<file path="config.mk">
export PLATFORM = sky130hd
export DESIGN_NAME = pa_bid_loader
export DESIGN_NICKNAME = d
export VERILOG_FILES = /design/src/rtl/pa_bid_loader.sv
export SDC_FILE = /design/constraint.sdc
export NUM_CORES = 1
export LEC_CHECK = 0
export CAP_MARGIN = 0
export CORE_MARGIN = 3
export CORE_UTILIZATION = 47
export DETAILED_ROUTE_END_ITERATION = 16
export GPL_TIMING_DRIVEN = 0
export PLACE_DENSITY = 0.79
export SYNTH_ARGS = -nofsm -noshare
export SYNTH_HDL_FRONTEND = slang
export SYNTH_SLANG_ARGS = --single-unit
</file>
<file path="constraint.sdc">
create_clock -name clk -period 2.4 [get_ports clk]
set_clock_uncertainty 0.05 [all_clocks]
set_input_delay 0.36 -clock clk [delete_from_list [all_inputs] [get_ports clk]]
set_output_delay 0.36 -clock clk [all_outputs]
set_load 0.01 [all_outputs]
</file>
<file path="src/rtl/pa_bid_loader.sv">
// Bid loader for the four-input priority arbiter: collects four slot bids, holds them stable for
// the arbiter, then returns the winner. Optional winner self-check enabled by PA_LOADER_CHECK_EN.
module pa_bid_loader #(
    parameter int N = 8
) (
    input  logic         clk,
    input  logic         reset,
    input  logic         bid_valid,
    output logic         bid_ready,
    input  logic [1:0]   bid_id,
    input  logic [N-1:0] bid_val,
    output logic [N-1:0] arb_in3,
    output logic [N-1:0] arb_in2,
    output logic [N-1:0] arb_in1,
    output logic [N-1:0] arb_in0,
    input  logic [1:0]   arb_win,
    output logic         res_valid,
    input  logic         res_ready,
    output logic [1:0]   res_idx,
    output logic [N-1:0] res_val,
    output logic [7:0]   round_cnt,
    output logic         arb_err
);

    typedef enum logic [1:0] {
        LOAD = 2'd0,
        ARB  = 2'd1,
        HOLD = 2'd2
    } state_t;

    state_t       state;
    logic [N-1:0] slot [4];
    logic [3:0]   loaded;
    logic [3:0]   bid_mask;

    assign bid_mask = 4'b0001 << bid_id;

    assign arb_in0 = slot[0];
    assign arb_in1 = slot[1];
    assign arb_in2 = slot[2];
    assign arb_in3 = slot[3];

    // The slot registers feed the arbiter directly, so they only move on accepted bids or round clear.
    always_ff @(posedge clk) begin
        if (reset) begin
            state     <= LOAD;
            bid_ready <= 1'b1;
            loaded    <= 4'd0;
            res_valid <= 1'b0;
            res_idx   <= 2'd0;
            res_val   <= '0;
            round_cnt <= 8'd0;
            for (int i = 0; i < 4; i++) begin
                slot[i] <= '0;
            end
        end else begin
            case (state)
                LOAD: begin
                    if (bid_valid) begin
                        slot[bid_id] <= bid_val;
                        loaded       <= loaded | bid_mask;
                        if ((loaded | bid_mask) == 4'b1111) begin
                            state     <= ARB;
                            bid_ready <= 1'b0;
                        end
                    end
                end
                ARB: begin
                    res_idx   <= arb_win;
                    res_val   <= slot[arb_win];
                    res_valid <= 1'b1;
                    state     <= HOLD;
                end
                HOLD: begin
                    if (res_ready) begin
                        res_valid <= 1'b0;
                        loaded    <= 4'd0;
                        round_cnt <= round_cnt + 8'd1;
                        bid_ready <= 1'b1;
                        state     <= LOAD;
                        for (int i = 0; i < 4; i++) begin
                            slot[i] <= '0;
                        end
                    end
                end
                default: begin
                    state     <= LOAD;
                    bid_ready <= 1'b1;
                end
            endcase
        end
    end

`ifdef PA_LOADER_CHECK_EN
    logic [1:0]   exp_win;
    logic [N-1:0] best;

    // Independent winner: largest value, later slots win ties.
    always_comb begin
        exp_win = 2'd0;
        best    = slot[0];
        for (int i = 1; i < 4; i++) begin
            if (slot[i] >= best) begin
                best    = slot[i];
                exp_win = 2'(i);
            end
        end
    end

    always_ff @(posedge clk) begin
        if (reset) begin
            arb_err <= 1'b0;
        end else if (state == ARB && exp_win != arb_win) begin
            arb_err <= 1'b1;
        end
    end
`else
    assign arb_err = 1'b0;
`endif

endmodule
</file>
==> run summary <==
Gr ovfl total = 0
Final #Nets = 296
CTS tree = yes
H-Tree Depth = 3
Most common cell after layout, fill and taps aside = clkdlybuf4s50_1
Area used by multi-input combinational logic = 952.2 sq um
Final Setup Violations = 0
Initial antenna violation count = 0
Worst skew pair latency = 0.32 ns
Sequential-to-total area share from yosys stat = 59.68%
Final core occ = 69.73%
CTS Hold Buffers Added = 0
Design Area, Final = 0.003425 sq mm
Post-layout min period = 2.179 ns
CP endpoint kind = flop
Power Internal = 0.001752 W
GRT Total Usage = 18.30%
Antenna viol nets, final = 0
Synthesized Nets = 220
Post-synth EDFFs = 32
Area post-placement = 0.003217 sq mm
Worst-Margin Slew = 0.8338 ns
DIE AREA = 0.006190 sq mm
Hpwl dp = 3.911 mm
Critical path launch point type = primary input
Slew Limit Fails = 0
WL final = 5.419 mm
Clock sinks = 58
Iter 0 DRT Violations = 68
Vias in the first global route = 1,757
Most common flop cell mapped by yosys = edfxtp_1
Max-Cap Viols = 0
Max transition margin = 44.04%
Clock Path Buffers = 2
Largest area contributor in the synthesized netlist = edfxtp_1
Setup bufs post-CTS = 0
Fill count = 367
Rows = 25
Clock share of power = 42.3%
Root Driver = clkbuf_8
Switching pwr = 0.0004743 W
Yosys reg bits = 58
Seq pwr share = 49.4%
Post-synth ARST share = 0%
P_leak = 1.232 nW
Syn Std Cell Area = 0.002482 sq mm
GP Congestion = 0.7792
Avg Cell Area, Syn = 12.23 sq um
Combinational fraction of design power = 8.3%
Unique masters post-synth = 38
DRC viols = 0
Share of the synthesized area in the top cell type = 38.71%
Class of the most critical setup path = primary input to flop
Clock Pin Slew Worst Setup and Hold Paths = 0.06 ns
Synth area leaders = edfxtp_1 39%, dfxtp_1 21%, and2_1 8.1%
Yosys warns = 0
Hold WC Path Type = primary input to flop
Worst-path maximum fanout = 10
Maximum clock rate = 0.4590 GHz
RSZ-0062 raised after global routing = false
Reg area = 0.001481 sq mm
Share of cells above drive strength 1 = 11.97%
Die width = 78.68 microns
Net Sw Frac = 21.30%
Core ar. = 0.004911 sq mm
Final hold violation count = 0
Largest net degree at the start of global routing = 11
CP required = 2.33 ns
Routed vias = 1,814
Port bufs = 65
Area Overhead vs Synth = 37.95%
Routed len/inst = 15.44 microns
Max IR drop VDD = 0.0004227 V
Vias per cell = 5.168
Highest-count cells in the layout ignoring fill and taps = 65 x clkdlybuf4s50_1, 32 x and2_1, 32 x edfxtp_1
TritonRoute pass-1 iters = 4
Die Y = 78.68 microns
PostCTS Resize Cnt = 0
Critical Path AT = 2.10 ns
Initial Utilization = 50.55%
Outcome = finished clean
PD cells = 650.1 mW/mm^2
Diode count = 0
Cell count after synthesis = 203
Period Utilization, post-route = 90.78%
First-pass GRT wire length = 8.549 mm
Ports = 69
Num CTS Buffers = 9
registers in the layout (all words and copies together) (netlist names):
| register | cells |
|---|---|
| res_val | 8 |
| bid_ready | 1 |
| res_valid | 1 |
| state | 2 |
| loaded | 4 |
| slot | 32 |
| res_idx | 2 |
| round_cnt | 8 |
kinds of logic after synthesis:
logic type	share of synthesized area (%)
simple gates	22.28
flops	59.68
compound gates	6.048
buf+inv	1.965
mux	7.258
xor+xnor	2.117
fa+ha+maj	0.5040
other cells	0.1511
power groups by stage:
stage	Combinational [W]	Sequential, W	Clock [W]
after floorplan	0.0000671	0.00113	0
after global placement	0.000184	0.00112	0
after detailed placement	0.000186	0.00112	0
after CTS	0.000187	0.00110	0.000956
after global routing	0.000198	0.00110	0.000996
final	0.000185	0.00110	0.000942
layout make-up:
class / count / area share, %
timing repair buffer: 65 / 19.00
clock inverter: 7 / 2.448
tap: 67 / 2.448
buffer: 8 / 1.315
multi-input combinational: 136 / 27.80
sequential: 58 / 43.26
clock buffer: 9 / 3.617
inverter: 1 / 0.1096
cells in the mapped netlist (2+ instances only):
library cell	count
and2_1	32
xnor2_1	3
edfxtp_1	32
a21oi_1	15
mux4_2	8
nand4_1	4
nor2_4	2
nor3_1	2
nand3b_1	2
clkbuf_1	3
buf_2	3
xor2_1	3
nand2_1	26
o21ai_0	5
a21o_1	2
nand3_1	2
dfxtp_1	26
nor2_1	10
nand2b_1	4
metal layers:
metal  GRT usage (%)  share of wire (%)
met5               0                  0
met4           8.916                2.1
met3           4.472                5.8
met2           30.81                 50
met1           21.82                 42
worst max-delay path, cell delays in order:
cell	delay, ns
clkdlybuf4s50_1	0.69
nor2b_1	0.21
nor2b_2	0.40
nand2b_1	0.44
final timing paths:
kind	start	to	slack (ns)	cells after the start
worst min-delay path	arb_win[0]	res_idx[0]	0.40	3
worst max register to register	state[1]	slot[1][6]	0.42	4
worst min register to register	res_val[0]	res_val[0]	0.40	2
worst max-delay path	bid_id[1]	slot[2][1]	0.22	4
per-stage QoR:
step | power [W] | hold slack, ns | worst slack, ns | setup TNS (ns) | std cells
2_1_floorplan | 0.001196 | 0.3730 | 0.6542 | 0 | 203
6_report | 0.002226 | 0.4005 | 0.2213 | 0 | 351
3_3_place_gp | 0.001304 | 0.3919 | -0.2707 | -3.691 | 335
5_1_grt | 0.002296 | 0.4267 | 0.08830 | 0 | 351
4_1_cts | 0.002242 | 0.3843 | 0.06203 | 0 | 351
3_5_place_dp | 0.001306 | 0.3996 | -0.2811 | -4.437 | 335
Note: power is estimated with default switching activity, not from simulation.
